## src/rtl/dmem_port_arbiter_if.sv

```systemverilog
// ---------------------------------------------------------------------------
// dmem_port_arbiter_if
// Bus bundle between the two data-memory requesters (MEM stage "cpu" and UART
// debug engine "dbg"), the arbiter, and the single-port data memory.
//   cpu_*  : cpu request/command in, grant/stall/read-return out
//   dbg_*  : dbg request/command/lock in, grant/read-return/locked out
//   mem_*  : memory command out, mem_rdata in (valid 1 cycle after a read)
// Modports:
//   slave  : arbiter view
//   master : environment view (requesters + memory)
// ---------------------------------------------------------------------------
interface dmem_port_arbiter_if #(
  parameter int ADDR_W = 32,
  parameter int DATA_W = 32
);
  logic              cpu_req;
  logic              cpu_we;
  logic [ADDR_W-1:0] cpu_addr;
  logic [DATA_W-1:0] cpu_wdata;
  logic              cpu_gnt;
  logic              cpu_stall;
  logic              cpu_rvalid;
  logic [DATA_W-1:0] cpu_rdata;

  logic              dbg_req;
  logic              dbg_we;
  logic              dbg_lock;
  logic [ADDR_W-1:0] dbg_addr;
  logic [DATA_W-1:0] dbg_wdata;
  logic              dbg_gnt;
  logic              dbg_rvalid;
  logic [DATA_W-1:0] dbg_rdata;
  logic              dbg_locked;

  logic              mem_en;
  logic              mem_we;
  logic [ADDR_W-1:0] mem_addr;
  logic [DATA_W-1:0] mem_wdata;
  logic [DATA_W-1:0] mem_rdata;

  modport slave (
    input  cpu_req, cpu_we, cpu_addr, cpu_wdata,
    output cpu_gnt, cpu_stall, cpu_rvalid, cpu_rdata,
    input  dbg_req, dbg_we, dbg_lock, dbg_addr, dbg_wdata,
    output dbg_gnt, dbg_rvalid, dbg_rdata, dbg_locked,
    output mem_en, mem_we, mem_addr, mem_wdata,
    input  mem_rdata
  );

  modport master (
    output cpu_req, cpu_we, cpu_addr, cpu_wdata,
    input  cpu_gnt, cpu_stall, cpu_rvalid, cpu_rdata,
    output dbg_req, dbg_we, dbg_lock, dbg_addr, dbg_wdata,
    input  dbg_gnt, dbg_rvalid, dbg_rdata, dbg_locked,
    input  mem_en, mem_we, mem_addr, mem_wdata,
    output mem_rdata
  );
endinterface

```

## src/rtl/dmem_port_arbiter.sv

```systemverilog
// ---------------------------------------------------------------------------
// dmem_port_arbiter
// Shares the single-port data memory between the pipeline MEM stage (cpu) and
// the UART debug loader/dumper (dbg). cpu has priority, but a waiting dbg
// request is served after at most MAX_CPU_BURST consecutive cpu grants. dbg
// can lock the port for atomic multi-word bursts; the pipeline is stalled
// whenever it requests and is not granted.
// Ports:
//   clk  : clock, all state updates on the rising edge
//   rst  : synchronous active-high reset
//   bus  : dmem_port_arbiter_if.slave (cpu_*, dbg_*, mem_* signals)
// ---------------------------------------------------------------------------
module dmem_port_arbiter #(
  parameter int ADDR_W        = 32,
  parameter int DATA_W        = 32,
  parameter int MAX_CPU_BURST = 8
) (
  input  logic                clk,
  input  logic                rst,
  dmem_port_arbiter_if.slave  bus
);

  localparam int                CNT_W   = $clog2(MAX_CPU_BURST + 1);
  localparam logic [CNT_W-1:0]  MAX_CNT = CNT_W'(MAX_CPU_BURST);

  typedef enum logic {
    CPU_PRI,
    DBG_LOCKED
  } state_t;

  state_t            state;
  state_t            state_next;
  logic [CNT_W-1:0]  starve_cnt;
  logic [CNT_W-1:0]  starve_next;
  logic              cpu_gnt;
  logic              dbg_gnt;

  logic              cpu_rd_pend;
  logic              dbg_rd_pend;
  logic [DATA_W-1:0] cpu_rdata_q;
  logic [DATA_W-1:0] dbg_rdata_q;

  logic [ADDR_W-1:0] addr_sel;
  logic [DATA_W-1:0] wdata_sel;
  logic              we_sel;

  // -------------------------------------------------------------------------
  // Next-state / grant logic
  // -------------------------------------------------------------------------
  always_comb begin
    // NOTE: every output of this block gets a default first, so no path can
    // leave a signal unassigned and infer a latch.
    state_next  = state;
    starve_next = '0;
    cpu_gnt     = 1'b0;
    dbg_gnt     = 1'b0;

    unique case (state)
      CPU_PRI: begin
        if (bus.cpu_req && (!bus.dbg_req || (starve_cnt < MAX_CNT))) begin
          cpu_gnt = 1'b1;
          // A cpu grant with dbg waiting implies starve_cnt < MAX_CNT, so the
          // increment saturates naturally at MAX_CNT; dbg idle clears it.
          if (bus.dbg_req) begin
            starve_next = starve_cnt + 1'b1;
          end
        end else if (bus.dbg_req) begin
          dbg_gnt = 1'b1;
          if (bus.dbg_lock) begin
            state_next = DBG_LOCKED;
          end
        end
      end

      DBG_LOCKED: begin
        // cpu is shut out entirely; dbg gets every cycle it asks for, and the
        // cycle that drops the lock is still served.
        dbg_gnt = bus.dbg_req;
        if (!bus.dbg_lock) begin
          state_next = CPU_PRI;
        end
      end

      default: state_next = CPU_PRI;
    endcase
  end

  // -------------------------------------------------------------------------
  // Memory command mux; idle cycles drive zeros so the bus is quiet.
  // -------------------------------------------------------------------------
  always_comb begin
    addr_sel  = '0;
    wdata_sel = '0;
    we_sel    = 1'b0;
    if (cpu_gnt) begin
      addr_sel  = bus.cpu_addr;
      wdata_sel = bus.cpu_wdata;
      we_sel    = bus.cpu_we;
    end else if (dbg_gnt) begin
      addr_sel  = bus.dbg_addr;
      wdata_sel = bus.dbg_wdata;
      we_sel    = bus.dbg_we;
    end
  end

  assign bus.mem_en    = cpu_gnt | dbg_gnt;
  assign bus.mem_we    = we_sel;
  assign bus.mem_addr  = addr_sel;
  assign bus.mem_wdata = wdata_sel;

  assign bus.cpu_gnt    = cpu_gnt;
  assign bus.dbg_gnt    = dbg_gnt;
  assign bus.cpu_stall  = bus.cpu_req & ~cpu_gnt;
  assign bus.dbg_locked = (state == DBG_LOCKED);

  // -------------------------------------------------------------------------
  // Read return. The memory presents data the cycle after the read strobe, so
  // the returning owner sees mem_rdata directly during its rvalid pulse and a
  // held copy afterwards; the other requester's rdata is untouched.
  // -------------------------------------------------------------------------
  assign bus.cpu_rvalid = cpu_rd_pend;
  assign bus.dbg_rvalid = dbg_rd_pend;
  assign bus.cpu_rdata  = cpu_rd_pend ? bus.mem_rdata : cpu_rdata_q;
  assign bus.dbg_rdata  = dbg_rd_pend ? bus.mem_rdata : dbg_rdata_q;

  // -------------------------------------------------------------------------
  // State registers
  // -------------------------------------------------------------------------
  always_ff @(posedge clk) begin
    // NOTE: sequential state uses non-blocking assignments so every register
    // samples the pre-edge values regardless of statement order.
    if (rst) begin
      // Clearing the pending flags drops any read that was in flight.
      state       <= CPU_PRI;
      starve_cnt  <= '0;
      cpu_rd_pend <= 1'b0;
      dbg_rd_pend <= 1'b0;
      cpu_rdata_q <= '0;
      dbg_rdata_q <= '0;
    end else begin
      state       <= state_next;
      starve_cnt  <= starve_next;
      cpu_rd_pend <= cpu_gnt & ~bus.cpu_we;
      dbg_rd_pend <= dbg_gnt & ~bus.dbg_we;
      if (cpu_rd_pend) begin
        cpu_rdata_q <= bus.mem_rdata;
      end
      if (dbg_rd_pend) begin
        dbg_rdata_q <= bus.mem_rdata;
      end
    end
  end

endmodule

```

## src/flat_wrapper.sv

```systemverilog
// flat-port wrapper written by rule: the top's interface ports become plain ports
module dmem_port_arbiter_flat 
#(
  parameter int ADDR_W        = 32,
  parameter int DATA_W        = 32,
  parameter int MAX_CPU_BURST = 8
)
  (clk, rst, bus_cpu_req, bus_cpu_we, bus_cpu_addr, bus_cpu_wdata, bus_cpu_gnt, bus_cpu_stall, bus_cpu_rvalid, bus_cpu_rdata, bus_dbg_req, bus_dbg_we, bus_dbg_lock, bus_dbg_addr, bus_dbg_wdata, bus_dbg_gnt, bus_dbg_rvalid, bus_dbg_rdata, bus_dbg_locked, bus_mem_en, bus_mem_we, bus_mem_addr, bus_mem_wdata, bus_mem_rdata);
  dmem_port_arbiter_if #(.ADDR_W(ADDR_W), .DATA_W(DATA_W)) bus_i ();
  input  logic clk;
  input  logic rst;
  input wire logic [$bits(bus_i.cpu_req)-1:0] bus_cpu_req;
  input wire logic [$bits(bus_i.cpu_we)-1:0] bus_cpu_we;
  input wire logic [$bits(bus_i.cpu_addr)-1:0] bus_cpu_addr;
  input wire logic [$bits(bus_i.cpu_wdata)-1:0] bus_cpu_wdata;
  output wire logic [$bits(bus_i.cpu_gnt)-1:0] bus_cpu_gnt;
  output wire logic [$bits(bus_i.cpu_stall)-1:0] bus_cpu_stall;
  output wire logic [$bits(bus_i.cpu_rvalid)-1:0] bus_cpu_rvalid;
  output wire logic [$bits(bus_i.cpu_rdata)-1:0] bus_cpu_rdata;
  input wire logic [$bits(bus_i.dbg_req)-1:0] bus_dbg_req;
  input wire logic [$bits(bus_i.dbg_we)-1:0] bus_dbg_we;
  input wire logic [$bits(bus_i.dbg_lock)-1:0] bus_dbg_lock;
  input wire logic [$bits(bus_i.dbg_addr)-1:0] bus_dbg_addr;
  input wire logic [$bits(bus_i.dbg_wdata)-1:0] bus_dbg_wdata;
  output wire logic [$bits(bus_i.dbg_gnt)-1:0] bus_dbg_gnt;
  output wire logic [$bits(bus_i.dbg_rvalid)-1:0] bus_dbg_rvalid;
  output wire logic [$bits(bus_i.dbg_rdata)-1:0] bus_dbg_rdata;
  output wire logic [$bits(bus_i.dbg_locked)-1:0] bus_dbg_locked;
  output wire logic [$bits(bus_i.mem_en)-1:0] bus_mem_en;
  output wire logic [$bits(bus_i.mem_we)-1:0] bus_mem_we;
  output wire logic [$bits(bus_i.mem_addr)-1:0] bus_mem_addr;
  output wire logic [$bits(bus_i.mem_wdata)-1:0] bus_mem_wdata;
  input wire logic [$bits(bus_i.mem_rdata)-1:0] bus_mem_rdata;
  assign bus_i.cpu_req = bus_cpu_req;
  assign bus_i.cpu_we = bus_cpu_we;
  assign bus_i.cpu_addr = bus_cpu_addr;
  assign bus_i.cpu_wdata = bus_cpu_wdata;
  assign bus_cpu_gnt = bus_i.cpu_gnt;
  assign bus_cpu_stall = bus_i.cpu_stall;
  assign bus_cpu_rvalid = bus_i.cpu_rvalid;
  assign bus_cpu_rdata = bus_i.cpu_rdata;
  assign bus_i.dbg_req = bus_dbg_req;
  assign bus_i.dbg_we = bus_dbg_we;
  assign bus_i.dbg_lock = bus_dbg_lock;
  assign bus_i.dbg_addr = bus_dbg_addr;
  assign bus_i.dbg_wdata = bus_dbg_wdata;
  assign bus_dbg_gnt = bus_i.dbg_gnt;
  assign bus_dbg_rvalid = bus_i.dbg_rvalid;
  assign bus_dbg_rdata = bus_i.dbg_rdata;
  assign bus_dbg_locked = bus_i.dbg_locked;
  assign bus_mem_en = bus_i.mem_en;
  assign bus_mem_we = bus_i.mem_we;
  assign bus_mem_addr = bus_i.mem_addr;
  assign bus_mem_wdata = bus_i.mem_wdata;
  assign bus_i.mem_rdata = bus_mem_rdata;
  dmem_port_arbiter #(.ADDR_W(ADDR_W), .DATA_W(DATA_W), .MAX_CPU_BURST(MAX_CPU_BURST)) u_core (.clk(clk), .rst(rst), .bus(bus_i));
endmodule
```

## config.mk

```make
export PLATFORM = sky130hd
export DESIGN_NAME = dmem_port_arbiter_flat
export DESIGN_NICKNAME = d
export VERILOG_FILES = /design/src/rtl/dmem_port_arbiter_if.sv /design/src/rtl/dmem_port_arbiter.sv /design/src/flat_wrapper.sv
export SDC_FILE = /design/constraint.sdc
export NUM_CORES = 1
export LEC_CHECK = 0
export ABC_CLOCK_PERIOD_IN_PS = 1660
export CAP_MARGIN = 20
export CORE_AREA = 2 2 116 118
export DETAILED_ROUTE_END_ITERATION = 10
export DIE_AREA = 0 0 118 120
export MAX_ROUTING_LAYER = met4
export PLACE_DENSITY = 0.88
export SETUP_SLACK_MARGIN = 0.05
export SYNTH_ARGS = -nofsm -noshare
export SYNTH_HDL_FRONTEND = slang
export SYNTH_SLANG_ARGS = --single-unit
```

## constraint.sdc

```tcl
create_clock -name clk -period 1.66 [get_ports clk]
set_input_delay 0.332 -clock clk [delete_from_list [all_inputs] [get_ports clk]]
set_output_delay 0.332 -clock clk [all_outputs]
set_load 0.03 [all_outputs]
```

==> metrics.md <==
| Metric | Value |
|---|---|
| Status | finished, violations left |
| Failing checks | setup timing |
| Async SR Flop Fraction | 0% |
| Post-DR vias/cell | 4.86 |
| Final Net Count | 944 |
| GP Congestion | 0.884 |
| GR Overflow Total | 0 |
| WL final | 18.6 mm |
| Yosys warns | 0 |
| DIE AREA | 14,200 um2 |
| Antenna viol nets, final | 0 |
| Max-slew headroom | 76.0% |
| RSZ-0062 raised after global routing | true |
| Post-synthesis compound-gate area fraction | 20.0% |
| Post-Synth XOR/XNOR Area | 0.202% |
| Synth cell types | 27 |
| Fmax | 505 MHz |
| Max Cap Viol | 0 |
| Hold_buf cts | 0 |
| Worst hold path endpoint | u_core.bus.dbg_rvalid |
| Final setup viols | 132 |
| Setup TNS | -22.93 ns |
| Hold path depth | 3 |
| Vias in the first global route | 4,901 |
| Worst-Margin Slew | 0.359 ns |
| Starting Density | 33.3% |
| Simple-gate share of the synthesized area | 12.5% |
| Worst VDD drop | 0.397 mV |
| RR Endpoint | u_core.bus.dbg_locked |
| Final Hold Fails | 0 |
| Synthesized area | 4330 um2 |
| Hold_ws | 0.378 ns |
| Die width | 118 um |
| R2R setup slack | 0.26 ns |
| Final WS setup | -0.320 ns |
| Die Y | 120 um |
| Clk pin slew, worst setup/hold paths | 0.05 ns |
| Post-layout min period | 1.98 ns |
| RR Startpoint | u_core.bus.dbg_locked |
| Total number of vias | 4,652 |
| Hpwl dp | 12.2 mm |
| Synth Register Bits | 71 |
| TritonCTS buffer count | 9 |
| CP Capture Type | output port |
| Initial antenna violation count | 1 |
| EDFF count, synth | 0 |
| Gr usage total | 26.0% |
| Synth Area in Adders | 0.289% |
| Register area share after synthesis | 32.8% |
| CTS tree | built |
| First-pass GRT wire length | 27.8 mm |
| Pre-CTS WS | -0.579 ns |
| Final non-filler cell total | 958 |
| Mapped Cells | 458 |
| Clk_lat worst skew | 0.33 ns |
| DRC viols | 0 |
| Layout cell share with drive strength beyond 1 | 44.0% |
| Largest family of logic cells by synthesized area | multiplexers |
| Layout overhead on the synthesized area | 106% |
| Iteration count of the initial detailed-routing pass | 4 |
| Critical Path RT | 1.33 ns |
| Starting DRT DRC Count | 273 |
| Class of the worst hold path | in2reg |
| Longest Clk Path Bufs | 2 |
| Dpl cells | 915 |
| LEAKAGE | 3.86 nW |
| Htree depth | 3 |
| Highest net fanout along the worst path | 5 |
| Largest net degree at the start of global routing | 42 |
| Worst reg-to-reg path cell count | 6 |
| Post-Syn Nets | 626 |
| PwrDens | 685 nW/um2 |
| Row count | 42 |
| Fin area | 8910 um2 |
| Root Driver | clkbuf_16 |
| Hold Startpoint | rst |
| Avg WL per Cell | 19.4 um |
| Multiplexer share of the synthesized area | 21.4% |
| Setup crit start kind | flip-flop |
| Final worst-path cycle share | 119% |
| Core Area | 13,000 um2 |
| Ys flop type | dfxtp_1 |
| Critical path class | reg2out |
| IO Pins | 303 |
| Placement Cell Area | 7730 um2 |
| Post-Syn Area per Cell | 9.45 um2 |
| Port bufs | 302 |
| Clock Skew | 0.00559 ns |
| Clock Sinks | 71 |
| Max-slew violation count | 0 |
| Worst EP arrival | 1.65 ns |
==> state kept, by name, indices dropped and copies added (netlist names) <==
register               flops
u_core.cpu_rdata_q        32
u_core.dbg_rdata_q        32
u_core.starve_cnt          4
u_core.bus.cpu_rvalid      1
u_core.bus.dbg_locked      1
u_core.bus.dbg_rvalid      1
==> where the power goes <==
| part | internal, W | switching [W] |
|---|---|---|
| sequential | 0.00175 | 0.0000230 |
| combinational | 0.00116 | 0.00109 |
| clock | 0.00134 | 0.000741 |
| total | 0.00425 | 0.00185 |
==> cell usage in the layout (no fill, tap or decap), drive strengths merged <==
| master | Yosys | layout |
|---|---|---|
| dfxtp | 71 | 71 |
| dlygate4sd2 | 0 | 2 |
| diode | 0 | 1 |
| nor2b | 56 | 56 |
| ha | 1 | 1 |
| mux2 | 64 | 64 |
| bufinv | 0 | 1 |
| and2b | 8 | 8 |
| buf | 28 | 185 |
| o211ai | 65 | 65 |
| clkinv | 0 | 1 |
| or3 | 1 | 1 |
| inv | 67 | 68 |
| nor2 | 5 | 5 |
| nor3 | 2 | 2 |
| o21ai | 65 | 65 |
| nand2b | 3 | 3 |
| a21o | 1 | 1 |
| clkbuf | 16 | 14 |
| nor4b | 1 | 1 |
| nand3 | 1 | 1 |
| xnor2 | 1 | 1 |
| and2 | 2 | 2 |
| clkdlybuf4s50 | 0 | 163 |
==> cell usage after synthesis, types with 8 or more instances <==
cell type  instances  area (um2)
and2b_1            8        60.1
buf_2             14        70.1
buf_6              9         101
clkbuf_1          16        60.1
dfxtp_1           71        1420
inv_1             66         248
mux2_2             9         101
mux2_4            55         826
nor2b_1           51         319
o211ai_1          65         488
o21ai_0           55         275
o21ai_2           10        87.6
==> worst max-delay path by stage <==
stage / slack [ns] / depth (start not counted) / to / startpoint
after floorplan: 0.009 / 4 / bus_mem_addr[0] / u_core.bus.dbg_locked
after global placement: -0.56 / 7 / bus_mem_addr[31] / bus_cpu_req
after detailed placement: -0.58 / 7 / bus_mem_addr[31] / bus_cpu_req
after CTS: -0.31 / 5 / bus_cpu_stall / u_core.bus.dbg_locked
after global routing: -0.36 / 5 / bus_mem_addr[9] / u_core.bus.dbg_locked
final: -0.32 / 6 / bus_mem_addr[31] / u_core.bus.dbg_locked
==> critical path, cell delays in order, from the launching register on <==
cell and delay [ns]:
dfxtp_2 0.33, nand2b_4 0.18, a21o_4 0.25, buf_4 0.17, o21ai_4 0.15, buf_6 0.12
buf_6 0.12
==> kinds of logic after synthesis <==
family,count (synthesis)
buffers and inverters,111
muxes,64
AOI/OAI and AO/OA,131
xor gates and xnor gates,1
and+or+nand+nor,79
DFF,71
adders and majority gates,1
==> cell type report <==
| class | count | area (um2) |
|---|---|---|
| sequential | 71 | 1430 |
| clock buffer | 13 | 280 |
| fill | 892 | 4070 |
| antenna | 1 | 2.50 |
| tap | 176 | 220 |
| clock inverter | 3 | 47.5 |
| inverter | 67 | 254 |
| multi-input combinational | 276 | 2820 |
| timing repair buffer | 351 | 3850 |
==> what timing repair did <==
item,CTS,global route
gates resized for setup,126,21
gates cloned,7,1
pin swaps,3,7
setup endpoints to repair,134,133
buffers inserted,12,10
==> per-layer routing <==
metal / track usage [%] / vias up / routed length (um)
met5: - / - / 0
met4: 7.38 / 0 / 350
met3: 5.42 / 31 / 1080
met2: 45.9 / 218 / 9730
met1: 29.9 / 2219 / 7410
li1: - / 2184 / -
==> metrics by stage <==
| stage | utilization, % | total power, W |
|---|---|---|
| 2_1_floorplan | - | 0.00285 |
| 3_3_place_gp | 59.5 | 0.00377 |
| 3_5_place_dp | 59.5 | 0.00379 |
| 4_1_cts | 67.9 | 0.00604 |
| 5_1_grt | 68.6 | 0.00630 |
| 6_report | 68.6 | 0.00610 |
Power figures use the tool's default switching activity.
